<file path="src/rtl/uart_pkg.sv">
// Shared UART constants and small helpers used by the UART datapath blocks.
package uart_pkg;

  localparam int UART_DATA_W        = 8;
  localparam int UART_RX_FIFO_DEPTH = 16;
  localparam int UART_DROP_CNT_W    = 8;

  // Saturating increment for the dropped-byte counter.
  function automatic logic [UART_DROP_CNT_W-1:0] drop_sat_inc(
    input logic [UART_DROP_CNT_W-1:0] v
  );
    return (&v) ? v : v + 1'b1;
  endfunction

endpackage

</file>
<file path="src/rtl/sync_fifo_mem.sv">
// DEPTH x DATA_W register array: synchronous write port, asynchronous read port.
module sync_fifo_mem #(
  parameter int DATA_W = 8,
  parameter int DEPTH  = 16,
  parameter int ADDR_W = $clog2(DEPTH)
) (
  input  logic              clk,
  input  logic              wr_en_i,
  input  logic [ADDR_W-1:0] wr_addr_i,
  input  logic [DATA_W-1:0] wr_data_i,
  input  logic [ADDR_W-1:0] rd_addr_i,
  output logic [DATA_W-1:0] rd_data_o
);

  logic [DATA_W-1:0] mem_q [DEPTH];

  // NOTE: storage has no reset; occupancy tracking decides what is valid, and
  // leaving it out keeps the array mappable to plain flops or LUT-RAM.
  // NOTE: sequential state uses non-blocking assignments so every register
  // samples pre-edge values regardless of process ordering.
  always_ff @(posedge clk) begin
    if (wr_en_i) begin
      mem_q[wr_addr_i] <= wr_data_i;
    end
  end

  assign rd_data_o = mem_q[rd_addr_i];

endmodule

</file>
<file path="src/rtl/uart_rx_fifo.sv">
// Receive-side FWFT byte FIFO behind uart_rx with sticky overflow and drop counter.
module uart_rx_fifo
  import uart_pkg::*;
#(
  parameter  int DATA_W = UART_DATA_W,
  parameter  int DEPTH  = UART_RX_FIFO_DEPTH,
  localparam int ADDR_W = $clog2(DEPTH)
) (
  input  logic                       clk,
  input  logic                       rst,
  input  logic [DATA_W-1:0]          rx_data_i,
  input  logic                       rx_done_i,
  output logic [DATA_W-1:0]          data_o,
  output logic                       valid_o,
  input  logic                       ready_i,
  output logic [ADDR_W:0]            count_o,
  output logic                       full_o,
  output logic                       overflow_o,
  output logic [UART_DROP_CNT_W-1:0] drop_cnt_o,
  input  logic                       ovf_clr_i
);

  localparam logic [ADDR_W:0]            CNT_DEPTH = (ADDR_W+1)'(DEPTH);
  localparam logic [ADDR_W:0]            CNT_ONE   = (ADDR_W+1)'(1);
  localparam logic [ADDR_W-1:0]          PTR_ONE   = ADDR_W'(1);
  localparam logic [UART_DROP_CNT_W-1:0] DROP_ONE  = UART_DROP_CNT_W'(1);

  logic [ADDR_W-1:0]          wr_ptr_q, wr_ptr_d;
  logic [ADDR_W-1:0]          rd_ptr_q, rd_ptr_d;
  logic [ADDR_W:0]            count_q, count_d;
  logic                       ovf_q, ovf_d;
  logic [UART_DROP_CNT_W-1:0] drop_q, drop_d;
  logic [DATA_W-1:0]          rd_data;
  logic                       push, pop, drop;

  assign valid_o = (count_q != '0);
  assign full_o  = (count_q == CNT_DEPTH);
  assign pop     = valid_o & ready_i;
  // A full FIFO still accepts a byte when the head leaves in the same cycle.
  assign push    = rx_done_i & (~full_o | pop);
  assign drop    = rx_done_i & full_o & ~pop;

  sync_fifo_mem #(
    .DATA_W (DATA_W),
    .DEPTH  (DEPTH),
    .ADDR_W (ADDR_W)
  ) u_mem (
    .clk       (clk),
    .wr_en_i   (push),
    .wr_addr_i (wr_ptr_q),
    .wr_data_i (rx_data_i),
    .rd_addr_i (rd_ptr_q),
    .rd_data_o (rd_data)
  );

  always_comb begin
    // NOTE: every output of this block gets a default first, so no path can
    // leave a variable unassigned and infer a latch.
    wr_ptr_d = wr_ptr_q;
    rd_ptr_d = rd_ptr_q;
    count_d  = count_q;
    ovf_d    = ovf_q;
    drop_d   = drop_q;

    if (push) wr_ptr_d = wr_ptr_q + PTR_ONE;
    if (pop)  rd_ptr_d = rd_ptr_q + PTR_ONE;

    unique case ({push, pop})
      2'b10:   count_d = count_q + CNT_ONE;
      2'b01:   count_d = count_q - CNT_ONE;
      default: count_d = count_q;
    endcase

    // A drop in the clear cycle wins and restarts the count at one.
    if (drop) begin
      ovf_d  = 1'b1;
      drop_d = ovf_clr_i ? DROP_ONE : drop_sat_inc(drop_q);
    end else if (ovf_clr_i) begin
      ovf_d  = 1'b0;
      drop_d = '0;
    end
  end

  always_ff @(posedge clk or posedge rst) begin
    if (rst) begin
      wr_ptr_q <= '0;
      rd_ptr_q <= '0;
      count_q  <= '0;
      ovf_q    <= 1'b0;
      drop_q   <= '0;
    end else begin
      wr_ptr_q <= wr_ptr_d;
      rd_ptr_q <= rd_ptr_d;
      count_q  <= count_d;
      ovf_q    <= ovf_d;
      drop_q   <= drop_d;
    end
  end

  // Gate the unreset storage so data_o reads zero whenever nothing is buffered.
  assign data_o     = valid_o ? rd_data : '0;
  assign count_o    = count_q;
  assign overflow_o = ovf_q;
  assign drop_cnt_o = drop_q;

endmodule
</file>
<file path="config.mk">
export PLATFORM = sky130hd
export DESIGN_NAME = uart_rx_fifo
export DESIGN_NICKNAME = d
export VERILOG_FILES = /design/src/rtl/uart_pkg.sv /design/src/rtl/sync_fifo_mem.sv /design/src/rtl/uart_rx_fifo.sv
export SDC_FILE = /design/constraint.sdc
export NUM_CORES = 1
export LEC_CHECK = 0
export BUFFER_PORTS_ARGS = -buffer_cell sky130_fd_sc_hd__buf_2
export CORE_MARGIN = 2
export CORE_UTILIZATION = 59
export CTS_CLUSTER_DIAMETER = 40
export DETAILED_ROUTE_END_ITERATION = 8
export PLACE_DENSITY = 0.79
export SLEW_MARGIN = 30
export SYNTH_ARGS = -nofsm -noshare
export SYNTH_HDL_FRONTEND = slang
export SYNTH_HIERARCHICAL = 1
export SYNTH_SLANG_ARGS = --single-unit
</file>
<file path="constraint.sdc">
create_clock -name clk -period 5.1 [get_ports clk]
set_input_delay 0.255 -clock clk [delete_from_list [all_inputs] [get_ports clk]]
set_output_delay 0.255 -clock clk [all_outputs]
set_load 0.02 [all_outputs]
</file>
==> results.toml, run 1 <==
[outcome]
status = "finished, final reports clean"

[synthesis]
yosys.area.top_type = "edfxtp_1"
netlist-cell-type-count = 41
syn-mean-instance-area_um2 = 17.9
ys_ff_latch = 150
yosys_warnings = 6
synthTopCellsByCount = "edfxtp_1, dfrtp_1, nor2_1"
yosys.cell_count.top_type = "edfxtp_1"
synth_area_um2 = 6220
synth-seq-area-share = 0.707
ys_dominant_reg_cell = "edfxtp_1"
synth_top_area_share = 0.618
syn-instance-count = 347
syn_nets = 365
netlist_top_cells_area = "edfxtp_1, dfrtp_1, mux4_2"
async_reset_ff_frac = 0.147
synth_edf_count = 128

[route]
vias = 3445
antenna_left = 0
drtPass1Iterations = 6
wl_per_cell_um = 23.2
drc = 0
wirelength_mm = 12.6
drtIter0Drc = 347
via_per_inst = 6.32

[clock_network]
clk_pin_slew_ns = 0.07
cts.root.buffer_cell = "clkbuf_8"
cts_tree = "built"
cts_buffers = 17
cts_resized = 0
cts_setup_buffers = 0
htreeDepth = 4
clockBufferDepth = 2
hold_buffers = 2
cts_num_sinks = 150
worstSkewPairLatency_ns = 0.52

[timing]
finalCritPeriodShare = 0.635
period_minus_slack_ns = 3.24
setup_viol = 0
finalHoldViolCount = 0
maxSlewHeadroom = 0.320
worst_pin_slew_ns = 1.02
rsz0062_at_grt = "false"
fin_worst_skew_ns = 0.00944
tns_ns = 0
fin_ws_ns = 1.86
drv_slew = 0
fmax_mhz = 309

[critical_path]
worst_setup_path_start_kind = "flip-flop"
critPathMaxStageDelay_ns = 0.87
path_max_fanout = 25
required_ns = 4.85
slowest_stage = "dfrtp_2"
critical_path_class = "flip-flop to primary output"
arrival_ns = 2.98
crit_chain = "buf_4 > mux4_2 > a22oi_1 > nand2_1 > and2_1 > buf_2"
endpoint_kind = "primary output"

[pwr]
p_leak_nw = 2.50
power_density_nw_per_um2 = 564
vdd_drop_max_mv = 0.291

[floorplanning]
design.die.area_um2 = 11400
initial_core_util = 0.605
ios = 37
die_w_um = 107
fp.dieH_um = 107
row_count = 37
fp.coreArea_um2 = 10300

[grt]
grt_start_max_net_pins = 26
antenna_found_initial = 0
track_usage = 0.239
grt_overflow_total = 0
grt_pass1_wl_mm = 19.4
grt_pass1_vias = 3474

[cells_and_area]
fillers = 648
syn_to_final_growth_pct = 14.3
nets = 414
drive_gt1_frac = 0.244
instances_no_fill = 545
n_antenna_cell = 0

[flow_run]
cap_violations = 0

[placed_design]
post-place-ws_ns = 2.41
dp_cells = 511
port_buffers = 36
dp_hpwl_mm = 7.60
gp_congestion = 0.810

[min_path]
worstHoldPathType = "input port to flip-flop"
## per-layer routing
metal / track usage / vias up / part of all wire
met4: 0.111 / 0 / 0.027
met2: 0.389 / 162 / 0.50
met3: 0.0614 / 31 / 0.063
li1: - / 1516 / -
met5: 0 / - / 0
met1: 0.306 / 1736 / 0.41
## layout make-up
cell class	instances	area [um2]	share of cell area
clock buffer	17	414	0.0583
clock inverter	15	159	0.0224
inverter	5	18.8	0.00264
multi-input combinational	179	1710	0.241
sequential	150	4400	0.618
tap	136	170	0.0239
timing repair buffer	43	238	0.0334
## worst max-delay path, delay by kind of cell, from the launching register on
| kind | cells | cell delay [ns] |
|---|---|---|
| buffers and inverters | 2 | 0.52 |
| and+or+nand+nor | 2 | 0.23 |
| AOI/OAI and AO/OA | 1 | 0.28 |
| DFF | 1 | 0.87 |
| muxes | 1 | 0.55 |
## flip-flops by register name, indices dropped and copies added, names as in the netlist
register	flops
count_o	5
drop_cnt_o	8
overflow_o	1
rd_ptr_q	4
u_mem/mem_q	128
wr_ptr_q	4
## path summary, 6_finish.rpt
path	to	startpoint	depth (start not counted)	slack [ns]
max	data_o[4]	rd_ptr_q[0]	6	1.86
min	rd_ptr_q[2]	ready_i	3	0.06
max reg2reg	count_o[4]	count_o[1]	8	2.37
min reg2reg	overflow_o	overflow_o	1	0.47
max in group asynchronous	rd_ptr_q[0]	rst	3	4.36
min in group asynchronous	rd_ptr_q[3]	rst	3	0.33
## where the power goes
group	leakage [nW]	internal (mW)	switching, mW
Sequential	1.43	1.50	0.186
Clock	0.284	0.669	0.524
Combinational	0.779	0.508	0.618
Total	2.50	2.68	1.33
## cell families after synthesis
kind of cell / Yosys count / share of synthesized area
AOI/OAI and AO/OA: 42 / 0.0457
xor gates and xnor gates: 9 / 0.0127
adders and majority gates: 5 / 0.0101
buffers and inverters: 18 / 0.0191
DFF: 150 / 0.707
muxes: 37 / 0.133
and+or+nand+nor: 86 / 0.0726
## layout by cell type (no fill, tap or decap), types with 3 or more instances in the layout
| cell type | n |
|---|---|
| nand3b_1 | 4 |
| mux4_1 | 14 |
| nor4_1 | 4 |
| and2_1 | 9 |
| mux4_2 | 18 |
| xor2_1 | 4 |
| nand2b_1 | 5 |
| nor3_1 | 6 |
| o21ai_0 | 5 |
| o31ai_1 | 3 |
| inv_6 | 6 |
| dfrtp_1 | 21 |
| or4_1 | 3 |
| ha_1 | 5 |
| a22oi_1 | 17 |
| xnor2_1 | 5 |
| nand3_1 | 6 |
| or3_1 | 4 |
| nand4_1 | 3 |
| nand2_1 | 11 |
| inv_8 | 3 |
| inv_1 | 4 |
| mux2_2 | 4 |
| edfxtp_1 | 128 |
| a21oi_1 | 7 |
| nor2b_1 | 3 |
| clkbuf_16 | 16 |
| a31oi_1 | 4 |
| buf_2 | 36 |
| buf_4 | 5 |
| nor2_1 | 21 |
## through the flow
step / hold slack [ns] / total power [mW] / area, um2 / util
after floorplan: 0.244 / 2.51 / 6220 / -
after global placement: 0.454 / 2.77 / 6510 / 0.633
after detailed placement: 0.462 / 2.81 / 6510 / 0.634
after CTS: 0.0430 / 4.02 / 7110 / 0.691
after global routing: 0.0708 / 4.20 / 7110 / 0.692
final: 0.0627 / 4.01 / 7110 / 0.692
Note: power is estimated with default switching activity, not from simulation.
==> inputs of run 2 (changes only) <==
--- a/config.mk
+++ b/config.mk
@@ -5,12 +5,13 @@
 export SDC_FILE = /design/constraint.sdc
 export NUM_CORES = 1
 export LEC_CHECK = 0
+export ABC_AREA = 1
 export BUFFER_PORTS_ARGS = -buffer_cell sky130_fd_sc_hd__buf_2
 export CORE_MARGIN = 2
-export CORE_UTILIZATION = 59
+export CORE_UTILIZATION = 55
 export CTS_CLUSTER_DIAMETER = 40
 export DETAILED_ROUTE_END_ITERATION = 8
-export PLACE_DENSITY = 0.79
+export PLACE_DENSITY = 0.77
 export SLEW_MARGIN = 30
 export SYNTH_ARGS = -nofsm -noshare
 export SYNTH_HDL_FRONTEND = slang
==> constraint.sdc (replaced) <==
create_clock -name clk -period 2.65 [get_ports clk]
set_input_delay 0.1325 -clock clk [delete_from_list [all_inputs] [get_ports clk]]
set_output_delay 0.1325 -clock clk [all_outputs]
set_load 0.02 [all_outputs]
==> run 2 against run 1 <==
Effect of this change: clock skew shrank 0.0011 ns; largest cell class unchanged; final cell count grew 72%; utilization shrank 6.1 points; via count grew 45%; clock-buffer cell count grew 6; largest power group unchanged.
==> results.toml, run 2 <==
[outcome]
status = "finished, final reports clean"

[pwr]
p_leak_nw = 3.55
power_density_nw_per_um2 = 1100
total_power_mw = 8.67
clkPwrFrac = 0.295
cellInternalPower_mw = 5.47
vdd_drop_max_mv = 0.444
p_comb_frac = 0.349
p_sw_mw = 3.20
seqPwrFrac = 0.356
switching_share = 0.369

[critical_path]
critPathMaxStageDelay_ns = 0.40
r2r-end = "count_o[4]"
critical-path-top-delay-family = "buffers and inverters"
rrSetupSlack_ns = 0.35
r2r_start = "count_o[2]"
cp_num_buf_inv = 4
path_max_fanout = 29
cpMostUsedCell = "nand2_1"
slowest_stage = "dfrtp_2"
critical_path_class = "flip-flop to primary output"
required_ns = 2.52
worst_setup_path_start_kind = "flip-flop"
reg2reg_depth = 13
endpoint_kind = "primary output"
arrival_ns = 2.31
crit_chain = "inv_2 > buf_4 > nand2_1 > nand2_1 > nand2_1 > nand3_1 > nand3_1 > nand2_1 > nand2_1 > inv_1 > buf_2"
crit_start = "rd_ptr_q[0]"

[synthesis]
syn-mean-instance-area_um2 = 9.75
netlist-cell-type-count = 31
yosys.area.top_type = "edfxtp_1"
netlist_top_cells_area = "edfxtp_1, nand2_1, dfrtp_1"
syn-instance-count = 711
synth_adder_area_share = 0.00902
yosys_warnings = 6
syn_nets = 729
synth_xor_area_frac = 0.0114
synth_edf_count = 128
yosys.cell_count.top_type = "nand2_1"
ys_ff_latch = 150
synthSimpleGateAreaFrac = 0.230
synth_area_um2 = 6930
ys_dominant_reg_cell = "edfxtp_1"
synth-seq-area-share = 0.634
async_reset_ff_frac = 0.147
synthTopCellsByCount = "nand2_1, edfxtp_1, inv_1"
synth_top_family_by_area = "simple AND/OR/NAND/NOR gates"
synth_compound_area_frac = 0.0179
synth_mux_area_frac = 0
synth_top_area_share = 0.554

[grt]
track_usage = 0.242
grt_overflow_total = 0
grt_pass1_vias = 4727
grt_pass1_wl_mm = 23.9
grt_start_max_net_pins = 68
antenna_found_initial = 0

[placed_design]
dp_hpwl_mm = 9.98
placed_cell_area_um2 = 7200
gp_congestion = 1.02
port_buffers = 36
post-place-ws_ns = 0.478

[timing]
finalCritPeriodShare = 0.922
drv_slew = 0
fin_worst_skew_ns = 0.00835
finalHoldViolCount = 0
tns_ns = 0
setup_viol = 0
maxSlewHeadroom = 0.440
worst_pin_slew_ns = 0.839
fin_ws_ns = 0.207
hold_slack_ns = 0.0261
fmax_mhz = 409
period_minus_slack_ns = 2.44
rsz0062_at_grt = "false"

[floorplanning]
ios = 37
fp.coreArea_um2 = 12500
design.die.area_um2 = 13500
die_w_um = 116
row_count = 41
initial_core_util = 0.556
fp.dieH_um = 116

[route]
wirelength_mm = 15.3
drtIter0Drc = 684
wl_per_cell_um = 16.4
antenna_left = 0
drc = 0
via_per_inst = 5.36
vias = 5012
drtPass1Iterations = 5

[clock_network]
cts_buffers = 17
cts.root.buffer_cell = "clkbuf_16"
htreeDepth = 4
cts_resized = 0
cts_tree = "built"
cts_num_sinks = 150
worstSkewPairLatency_ns = 0.42
clk_pin_slew_ns = 0.06
clockBufferDepth = 2

[cells_and_area]
design_area_um2 = 7860
nets = 768
top_register = "u_mem/mem_q"
largest_reg_flops = 128
syn_to_final_growth_pct = 13.3
final_cell_mix = "nand2_1, inv_1, edfxtp_1"
drive_gt1_frac = 0.117
final_common_cell = "nand2_1"
n_antenna_cell = 0

[min_path]
min_to = "wr_ptr_q[0]"
holdCritStartpoint = "rx_done_i"
min_path_cells = 3
worstHoldPathType = "input port to flip-flop"

[flow_run]
cap_violations = 0
[run 2: layout make-up]
class / count / area [um2]
fill: 1006 / 4610
tap: 172 / 215
sequential: 150 / 4400
timing repair buffer: 45 / 253
multi-input combinational: 402 / 1860
inverter: 134 / 503
clock buffer: 23 / 458
clock inverter: 9 / 175
[run 2: what timing repair did]
item / in CTS / in global routing
setup endpoints to repair: 0 / 0
hold endpoints to repair: 23 / 0
hold buffers: 2 / 0
setup buffers: 0 / 0
[run 2: logic make-up (layout without fill, tap and decap cells)]
kind of cell               count (synthesis)  in the layout
buffers and inverters                    159            211
DFF                                      150            150
AOI/OAI and AO/OA                         21             21
and+or+nand+nor                          367            367
xor gates and xnor gates                   9              9
adders and majority gates                  5              5
[run 2: power groups by stage]
stage / registers [mW] / clock network (mW) / logic (mW)
after CTS: 3.08 / 2.59 / 2.97
final: 3.09 / 2.55 / 3.03
after global placement: 3.11 / 0 / 2.88
after detailed placement: 3.13 / 0 / 2.94
after floorplan: 3.11 / 0 / 2.20
after global routing: 3.11 / 2.71 / 3.32
[run 2: stage by stage]
stage | std cells | utilization
global route | 935 | 0.630
detailed placement | 901 | 0.578
CTS | 935 | 0.630
floorplan | 711 | -
global placement | 901 | 0.578
finish | 935 | 0.630
[run 2: layer usage]
metal  up-vias  wire, um  share of wire  GRT usage
li1       2361         -              -          -
met1      2356      6270           0.41      0.321
met2       246      7350           0.48      0.385
met3        49      1220          0.079     0.0441
met4         0       497          0.032      0.122
met5         -         0              0          0
[run 2: worst register-to-register path, cell delays in order, from the launching register on]
cell,delay (ns)
dfrtp_1,0.43
nor2_1,0.20
nand3_2,0.16
buf_4,0.21
nand3_1,0.19
inv_1,0.08
ha_1,0.32
inv_1,0.07
nor2_1,0.17
nor2_1,0.09
nand2_1,0.09
nand2_1,0.06
nand3_1,0.07
nand2_1,0.05
[run 2: worst max-delay path by stage]
stage / to / slack, ns / cells after the start
after global routing: data_o[3] / 0.06 / 11
after detailed placement: u_mem/mem_q[14][3] / 0.48 / 8
after global placement: u_mem/mem_q[11][0] / 0.57 / 8
after CTS: data_o[3] / 0.21 / 11
after floorplan: u_mem/mem_q[4][0] / 0.70 / 8
final: data_o[3] / 0.21 / 11
==> inputs of run 3 (changes only) <==
--- a/config.mk
+++ b/config.mk
@@ -11,7 +11,7 @@
 export CORE_UTILIZATION = 55
 export CTS_CLUSTER_DIAMETER = 40
 export DETAILED_ROUTE_END_ITERATION = 8
-export PLACE_DENSITY = 0.77
+export PLACE_DENSITY = 0.73
 export SLEW_MARGIN = 30
 export SYNTH_ARGS = -nofsm -noshare
 export SYNTH_HDL_FRONTEND = slang
==> run 3 against run 2 <==
Effect of this change: power decreased by 1.0%; utilization decreased by 0.19 points; hold slack improved by 0.013 ns; clock skew increased by 0.0016 ns; sequential power about the same; fmax increased by 2.5%; worst setup slack improved by 0.060 ns; critical endpoint is now data_o[2]; clock power decreased by 3%; non-clock buffer count decreased by 2; highest routed layer unchanged.
==> results.toml, run 3 (synthesized netlist as in run 2, its figures left out) <==
[grt]
track_usage = 0.242
grt_pass1_vias = 4641
antenna_found_initial = 0
grt_overflow_total = 0
grt_start_max_net_pins = 68
grt_pass1_wl_mm = 23.7

[pwr]
p_leak_nw = 3.53
clkPwrFrac = 0.289
seqPwrFrac = 0.358
vdd_drop_max_mv = 0.663
total_power_mw = 8.58
switching_share = 0.377
cellInternalPower_mw = 5.35
power_density_nw_per_um2 = 1090
p_comb_frac = 0.353
p_sw_mw = 3.23

[floorplanning]
fp.dieH_um = 116
die_w_um = 116
row_count = 41
fp.coreArea_um2 = 12500
initial_core_util = 0.556
ios = 37
design.die.area_um2 = 13500

[clock_network]
htreeDepth = 4
cts.root.buffer_cell = "clkbuf_16"
clk_pin_slew_ns = 0.06
clockBufferDepth = 2
cts_setup_buffers = 0
cts_buffers = 17
cts_tree = "built"
worstSkewPairLatency_ns = 0.43
cts_num_sinks = 150

[route]
top_layer_used = "met4"
drtIter0Drc = 506
wirelength_mm = 15.0
met2WireLength_mm = 7.06
drtPass1Iterations = 6
vias = 4863
via_per_inst = 5.21
wl_met1_mm = 6.28
route.met3.wl_mm = 1.16
wl_per_cell_um = 16.0
antenna_left = 0
drc = 0

[critical_path]
endpoint_kind = "primary output"
critical_path_class = "flip-flop to primary output"
slowest_stage = "dfrtp_2"
worst_setup_path_start_kind = "flip-flop"
arrival_ns = 2.25
cpMostUsedCell = "nand2_1"
required_ns = 2.52
crit_chain = "inv_2 > buf_12 > nand2_1 > nand2_1 > nand2_1 > nand3_1 > nand3_1 > nand2_1 > nand2_1 > inv_1 > buf_2"
critPathMaxStageDelay_ns = 0.40
path_max_fanout = 38
critical-path-top-delay-family = "buffers and inverters"
cp_num_buf_inv = 4

[placed_design]
gp_congestion = 0.914
dp_cells = 899
port_buffers = 36
placed_cell_area_um2 = 7200
dp_hpwl_mm = 9.64

[cells_and_area]
multi_input_area_um2 = 1860
syn_to_final_growth_pct = 13.0
nets = 766
instances_no_fill = 933
n_antenna_cell = 0
largest_reg_flops = 128
final_common_cell = "nand2_1"
register_area_um2 = 4400
drive_gt1_frac = 0.118
top_register = "u_mem/mem_q"
final_cell_mix = "nand2_1, edfxtp_1, inv_1"
design_area_um2 = 7830
fillers = 1017

[timing]
finalHoldViolCount = 0
fmax_mhz = 420
fin_worst_skew_ns = 0.00999
worst_pin_slew_ns = 0.812
drv_slew = 0
maxSlewHeadroom = 0.455
finalCritPeriodShare = 0.899
tns_ns = 0
rsz0062_at_grt = "false"
setup_viol = 0
period_minus_slack_ns = 2.38
hold_slack_ns = 0.0387

[outcome]
status = "finished, final reports clean"

[flow_run]
cap_violations = 0

[min_path]
worstHoldPathType = "input port to flip-flop"
## run 3: worst paths after layout
check | startpoint | endpoint | slack, ns | depth (start not counted)
worst min register to register | overflow_o | overflow_o | 0.51 | 2
max in group asynchronous | rst | rd_ptr_q[0] | 1.92 | 3
worst max register to register | count_o[0] | u_mem/mem_q[8][2] | 0.44 | 8
min in group asynchronous | rst | drop_cnt_o[7] | 0.31 | 3
worst max-delay path | rd_ptr_q[0] | data_o[2] | 0.27 | 11
worst min-delay path | rx_done_i | wr_ptr_q[1] | 0.04 | 4
## run 3: timing repair
item	in CTS	in global routing
resized for setup	0	0
hold buffers	2	0
endpoints found under the hold margin	23	0
## run 3: worst register-to-register path, stage by stage, from the launching register on
cell and delay, ns:
dfrtp_1 0.47, nor2_2 0.10, nand3_2 0.10, nand2_4 0.08, nand2_4 0.09, nand2_2 0.09
inv_2 0.14, nand3b_1 0.18, nor2_1 0.59
## run 3: cell type report
class	count	share of cell area
Sequential cell	150	0.561
Inverter	134	0.0642
Tap cell	172	0.0275
Clock buffer	18	0.0548
Timing Repair Buffer	43	0.0319
Multi-Input combinational cell	402	0.237
Clock inverter	14	0.0233
## run 3: power by group through the flow
stage                     registers [mW]  clock network (mW)  logic [mW]
final                               3.07                2.48        3.03
after global routing                3.10                2.62        3.38
after CTS                           3.06                2.51        3.01
after detailed placement            3.11                   0        2.98
after global placement              3.09                   0        2.89
after floorplan                     3.11                   0        2.20
## run 3: routing by layer
layer / global-route usage / up-vias
li1: - / 2351
met1: 0.311 / 2281
met2: 0.385 / 189
met3: 0.0623 / 42
met4: 0.123 / 0
met5: 0 / -
## run 3: per-stage QoR
step           setup WS [ns]  utilization
2_1_floorplan          0.704            -
3_3_place_gp           0.600        0.578
3_5_place_dp           0.505        0.578
4_1_cts                0.258        0.628
5_1_grt               0.0860        0.628
6_report               0.267        0.628
